`config.mk`:
```
export PLATFORM = sky130hd
export DESIGN_NAME = axis_frame_sync
export DESIGN_NICKNAME = d
export VERILOG_FILES = /design/src/rtl/axis_frame_sync.sv
export SDC_FILE = /design/constraint.sdc
export NUM_CORES = 1
export LEC_CHECK = 0
export BUFFER_PORTS_ARGS = -buffer_cell sky130_fd_sc_hd__clkbuf_2
export CAP_MARGIN = 30
export CORE_ASPECT_RATIO = 1.2
export CORE_UTILIZATION = 45
export DETAILED_ROUTE_END_ITERATION = 12
export GPL_TIMING_DRIVEN = 0
export PLACE_DENSITY = 0.66
export SLEW_MARGIN = 20
export SYNTH_ARGS = -nofsm -noshare
export SYNTH_HDL_FRONTEND = slang
export SYNTH_SLANG_ARGS = --single-unit
export TNS_END_PERCENT = 100
```
`constraint.sdc`:
```
create_clock -name clk_i -period 4.9 [get_ports clk_i]
set_input_delay 0.49 -clock clk_i [delete_from_list [all_inputs] [get_ports clk_i]]
set_output_delay 0.49 -clock clk_i [all_outputs]
set_load 0.02 [all_outputs]
```
`src/rtl/axis_frame_sync.sv`:
```
// axis_frame_sync: AXI4-Stream frame conformance stage.
// Emits exactly H_RES x V_RES beats per frame, padding or dropping.
module axis_frame_sync #(
  parameter int H_RES = 800,
  parameter int V_RES = 600,
  parameter int DATA_WIDTH = 16,
  parameter int USER_WIDTH = 1,
  parameter logic [DATA_WIDTH-1:0] FILL_PIXEL = 16'h0000
) (
  input  logic                  clk_i,
  input  logic                  rst_i,
  input  logic [DATA_WIDTH-1:0] s_axis_tdata,
  input  logic [USER_WIDTH-1:0] s_axis_tuser,
  input  logic                  s_axis_tlast,
  input  logic                  s_axis_tvalid,
  output logic                  s_axis_tready,
  output logic [DATA_WIDTH-1:0] m_axis_tdata,
  output logic [USER_WIDTH-1:0] m_axis_tuser,
  output logic                  m_axis_tlast,
  output logic                  m_axis_tvalid,
  input  logic                  m_axis_tready,
  input  logic                  clr_err_i,
  output logic                  locked_o,
  output logic                  sof_err_o,
  output logic                  line_err_o,
  output logic [15:0]           err_cnt_o
);

  localparam int XW = (H_RES > 1) ? $clog2(H_RES) : 1;
  localparam int YW = (V_RES > 1) ? $clog2(V_RES) : 1;
  localparam logic [XW-1:0] X_LAST = XW'(H_RES - 1);
  localparam logic [YW-1:0] Y_LAST = YW'(V_RES - 1);

  localparam logic [2:0] SEEK      = 3'd0;
  localparam logic [2:0] PASS      = 3'd1;
  localparam logic [2:0] PAD_LINE  = 3'd2;
  localparam logic [2:0] DROP_LINE = 3'd3;
  localparam logic [2:0] PAD_FRAME = 3'd4;

  logic [2:0]            state;
  logic [2:0]            state_n;
  logic [XW-1:0]         x;
  logic [YW-1:0]         y;
  logic [DATA_WIDTH-1:0] hold_data;
  logic                  hold_last;

  logic                  out_free;
  logic                  rdy;
  logic                  acc;
  logic                  in_sof;
  logic                  at_sof;
  logic                  at_eol;
  logic                  emit;
  logic                  cap;
  logic                  sof_e;
  logic                  line_e;
  logic [DATA_WIDTH-1:0] emit_data;
  logic [USER_WIDTH-1:0] user_v;
  logic [16:0]           cnt_sum;

  assign out_free = ~m_axis_tvalid | m_axis_tready;
  assign at_sof   = (x == '0) && (y == '0);
  assign at_eol   = (x == X_LAST);
  assign in_sof   = s_axis_tuser[0];

  always_comb begin
    rdy = 1'b0;
    unique case (state)
      SEEK:      rdy = out_free;
      PASS:      rdy = out_free;
      DROP_LINE: rdy = 1'b1;
      default:   rdy = 1'b0;
    endcase
  end

  assign s_axis_tready = ~rst_i & rdy;
  assign acc = s_axis_tvalid & s_axis_tready;
  assign locked_o = (state != SEEK);

  // Frame/line markers come from the counters, never from the input.
  always_comb begin
    user_v    = '0;
    user_v[0] = at_sof;
  end

  always_comb begin
    state_n   = state;
    emit      = 1'b0;
    emit_data = FILL_PIXEL;
    cap       = 1'b0;
    sof_e     = 1'b0;
    line_e    = 1'b0;
    unique case (state)
      SEEK: begin
        if (acc && in_sof) begin
          emit      = 1'b1;
          emit_data = s_axis_tdata;
          if (s_axis_tlast) begin
            line_e  = 1'b1;
            state_n = PAD_LINE;
          end else begin
            state_n = PASS;
          end
        end
      end
      PASS: begin
        if (acc) begin
          if (in_sof && !at_sof) begin
            cap     = 1'b1;
            sof_e   = 1'b1;
            state_n = PAD_FRAME;
          end else if (at_sof && !in_sof) begin
            sof_e   = 1'b1;
            state_n = SEEK;
          end else begin
            emit      = 1'b1;
            emit_data = s_axis_tdata;
            if (at_eol) begin
              if (!s_axis_tlast) begin
                line_e  = 1'b1;
                state_n = DROP_LINE;
              end
            end else if (s_axis_tlast) begin
              line_e  = 1'b1;
              state_n = PAD_LINE;
            end
          end
        end
      end
      PAD_LINE: begin
        if (out_free) begin
          emit = 1'b1;
          if (at_eol) state_n = PASS;
        end
      end
      DROP_LINE: begin
        if (acc) begin
          if (in_sof) begin
            // A SOF landing exactly on (0,0) is well placed.
            cap     = 1'b1;
            sof_e   = ~at_sof;
            state_n = PAD_FRAME;
          end else if (s_axis_tlast) begin
            state_n = PASS;
          end
        end
      end
      PAD_FRAME: begin
        if (out_free) begin
          emit = 1'b1;
          if (at_sof) begin
            emit_data = hold_data;
            if (hold_last) begin
              line_e  = 1'b1;
              state_n = PAD_LINE;
            end else begin
              state_n = PASS;
            end
          end
        end
      end
      default: state_n = SEEK;
    endcase
  end

  assign cnt_sum = {1'b0, err_cnt_o} + 17'(sof_e) + 17'(line_e);

  always_ff @(posedge clk_i or posedge rst_i) begin
    if (rst_i) begin
      state     <= SEEK;
      x         <= '0;
      y         <= '0;
      hold_data <= '0;
      hold_last <= 1'b0;
    end else begin
      state <= state_n;
      if (cap) begin
        hold_data <= s_axis_tdata;
        hold_last <= s_axis_tlast;
      end
      if (emit) begin
        if (at_eol) begin
          x <= '0;
          y <= (y == Y_LAST) ? '0 : y + 1'b1;
        end else begin
          x <= x + 1'b1;
        end
      end
    end
  end

  always_ff @(posedge clk_i or posedge rst_i) begin
    if (rst_i) begin
      m_axis_tvalid <= 1'b0;
      m_axis_tdata  <= '0;
      m_axis_tuser  <= '0;
      m_axis_tlast  <= 1'b0;
    end else if (emit) begin
      m_axis_tvalid <= 1'b1;
      m_axis_tdata  <= emit_data;
      m_axis_tuser  <= user_v;
      m_axis_tlast  <= at_eol;
    end else if (m_axis_tready) begin
      m_axis_tvalid <= 1'b0;
    end
  end

  always_ff @(posedge clk_i or posedge rst_i) begin
    if (rst_i) begin
      sof_err_o  <= 1'b0;
      line_err_o <= 1'b0;
      err_cnt_o  <= '0;
    end else begin
      sof_err_o  <= sof_e;
      line_err_o <= line_e;
      if (clr_err_i) begin
        err_cnt_o <= '0;
      end else if (cnt_sum[16]) begin
        err_cnt_o <= 16'hFFFF;
      end else begin
        err_cnt_o <= cnt_sum[15:0];
      end
    end
  end

endmodule
```
==> results.toml <==
[outcome]
status = "finished, final reports clean"

[sta]
relSlewSlack = 0.628
tightest_slew_ns = 0.558
tns_ns = 0
fmax_ghz = 0.225
hold_viol_final = 0
drv_slew = 0
fin_worst_skew_ns = 0.00937
grt_setup_unrepaired = "no"
fin_crit_ns = 4.45
setup_viol = 0
period_share = 0.908

[hold_path]
hp-class = "input port to asynchronous set/reset pin"

[worst_setup_path]
worstSetupEndpointType = "register"
cp.arrival_ns = 4.72
reg2reg_to = "err_cnt_o[8]"
r2r-start = "x[0]"
startpoint = "x[0]"
rr_worst_depth = 19
cp-start-kind = "register"
crit_end = "err_cnt_o[8]"
crit_type = "register to register"
path_max_fanout = 10
worstPathRequired_ns = 5.18
r2r_slack_ns = 0.45

[logic_synthesis]
ys_ff_latch = 77
ys_types = 56
synth_top_area_cell = "dfrtp_1"
synthesis.nets = 410
syn_area_per_cell_um2 = 10.7
synth_top_area_share = 0.477
ys_async_sr_fraction = 1.00
netlist_instances = 377
ys.warnings.count = 0
synth_edf_count = 0
yosys-top-cells-area = "dfrtp_1 48%, mux2_2 5.3%, a221o_1 4.0%"
ys_seq_area_frac = 0.477
netlist_area_mm2 = 0.00404
synth_ff_type = "dfrtp_1"

[clocking]
postCtsSetupRepairBufs = 0
clock_path_buffers = 2
holdBufCountCts = 0
htree_levels = 3
cts_tree = "done"
worstSkewPairLatency_ns = 0.36
cts.sinks = 77
root_buffer = "clkbuf_8"
cts_resized = 0
cts_buffers = 9
cts.clk_slew.worst_paths_ns = 0.08

[detailed_routing]
route.vias.total = 3151
drc = 0
wl_mm = 8.95
via_per_inst = 5.53
first_iter_violations = 142
dr.pass1.iters = 4
detail-route-antenna-nets = 0
routedWlPerCell_um = 15.7

[power]
p_switching_uw = 858
pwr-share-clk = 0.238
p_int_uw = 1490
power_density_mw_per_mm2 = 495
peakVddDrop_uv = 244
power_leakage_uw = 0.00221
swShare = 0.366
power_frac_seq = 0.389
pwr-share-comb = 0.373

[floorplan]
die_w_um = 88.5
start_util = 0.467
fp.coreArea_mm2 = 0.00866
pin_count = 62
rows = 37
die_y_um = 106
die_area_mm2 = 0.00936

[final_layout]
n_fill_cell = 778
final_layout_size_suffix_gt1_frac = 0.289
antenna_cells = 0
fin_nets = 481
multi_input_area_mm2 = 0.00194
seqCellArea_mm2 = 0.00193
area_delta_synth_final_pct = 17.5
layout_commonest_cell = "dfrtp_1"
layout_common_cells = "77 x dfrtp_1, 60 x clkbuf_2, 27 x nand2_1"
final_cells = 570
postLayoutCellArea_mm2 = 0.00475

[flow_run]
drv_cap = 0

[global_routing]
track_usage = 0.213
grt_pass1_wl_mm = 15.2
grt_pass1_vias = 3123
antenna_found_initial = 0
grt_max_degree = 49
grt_overflow = 0

[place]
dpl.hpwl_mm = 6.34
dpl-instance-area_mm2 = 0.00452
gp_congestion = 0.863
place_inst = 555
port_buffers = 60
critical path, cell delays in order (launching register included):
cell,delay (ns)
dfrtp_1,0.44
inv_1,0.08
ha_1,0.14
or3b_2,0.46
nor3_1,0.22
nand2_1,0.15
ha_1,0.26
nor4_1,0.31
a21oi_1,0.11
nor2_1,0.15
a21oi_1,0.08
fa_1,0.42
inv_1,0.09
ha_1,0.17
and3_1,0.31
nand4_1,0.21
nor2_1,0.20
nand3_1,0.17
buf_2,0.23
a21oi_1,0.16
cells in the mapped netlist (all sizes together), types with 2 or more instances:
library cell,n
a21o,3
a21oi,19
a221o,16
a31oi,3
and2,17
and3,6
and4,2
and4b,2
buf,15
clkbuf,3
dfrtp,77
ha,9
inv,14
mux2,20
mux2i,4
nand2,27
nand2b,5
nand3,17
nand3b,2
nand4,8
nor2,22
nor2b,4
nor3,11
nor3b,3
nor4,4
o2111ai,2
o211ai,2
o21ai,19
o22ai,2
o31ai,10
or3,3
or4,2
xnor2,7
xor2,10
metrics by stage:
step / hold WS [ns] / util / setup slack [ns] / total power (uW)
6_report: 0.146 / 0.548 / 0.452 / 2350
5_1_grt: 0.173 / 0.548 / 0.114 / 2500
4_1_cts: 0.149 / 0.549 / 0.353 / 2370
3_5_place_dp: 0.470 / 0.522 / 0.368 / 1810
3_3_place_gp: 0.459 / 0.518 / 0.408 / 1790
2_1_floorplan: 0.464 / - / 0.937 / 1560
layout make-up:
cell class / instances / area share
inverter: 14 / 0.0116
timing repair buffer: 61 / 0.0691
multi-input combinational: 268 / 0.408
sequential: 77 / 0.406
tap: 117 / 0.0308
buffer: 17 / 0.0253
clock inverter: 5 / 0.0174
clock buffer: 11 / 0.0319
cells by family (layout without fill, tap and decap cells):
logic type | after synthesis | after routing | share of synthesized area
fa+ha+maj | 10 | 10 | 0.0328
mux | 24 | 24 | 0.0657
xor+xnor | 17 | 17 | 0.0369
flops | 77 | 77 | 0.477
compound gates | 80 | 80 | 0.145
simple gates | 137 | 137 | 0.199
buf+inv | 32 | 108 | 0.0437
routing by layer:
layer  vias up  global-route usage  share of wire
li1       1505                   -              -
met1      1557               0.279           0.46
met2        74               0.335           0.47
met3        15              0.0579          0.043
met4         0              0.0749          0.020
met5         -                   0              0
power by group through the flow:
stage                     combinational, uW  sequential [uW]  clock (uW)
after floorplan                         575              982           0
after CTS                               886              915         572
after detailed placement                881              924           0
after global placement                  869              918           0
after global routing                    961              940         601
final                                   876              913         559
state kept, by name, indices dropped and copies added, names as in the netlist:
name,flops
line_err_o,1
sof_err_o,1
m_axis_tvalid,1
state,3
err_cnt_o,16
y,10
hold_data,16
m_axis_tdata,16
m_axis_tuser,1
hold_last,1
x,10
m_axis_tlast,1
worst min-delay path by stage:
stage	start	endpoint	slack [ns]	cells past startpoint
global route	rst_i	state[1]	0.17	2
detailed placement	m_axis_tlast	m_axis_tlast	0.47	2
CTS	rst_i	state[1]	0.15	2
floorplan	y[8]	y[8]	0.46	1
global placement	m_axis_tlast	m_axis_tlast	0.46	2
finish	rst_i	state[1]	0.15	2
No activity file was read; power rests on OpenSTA's default activity.
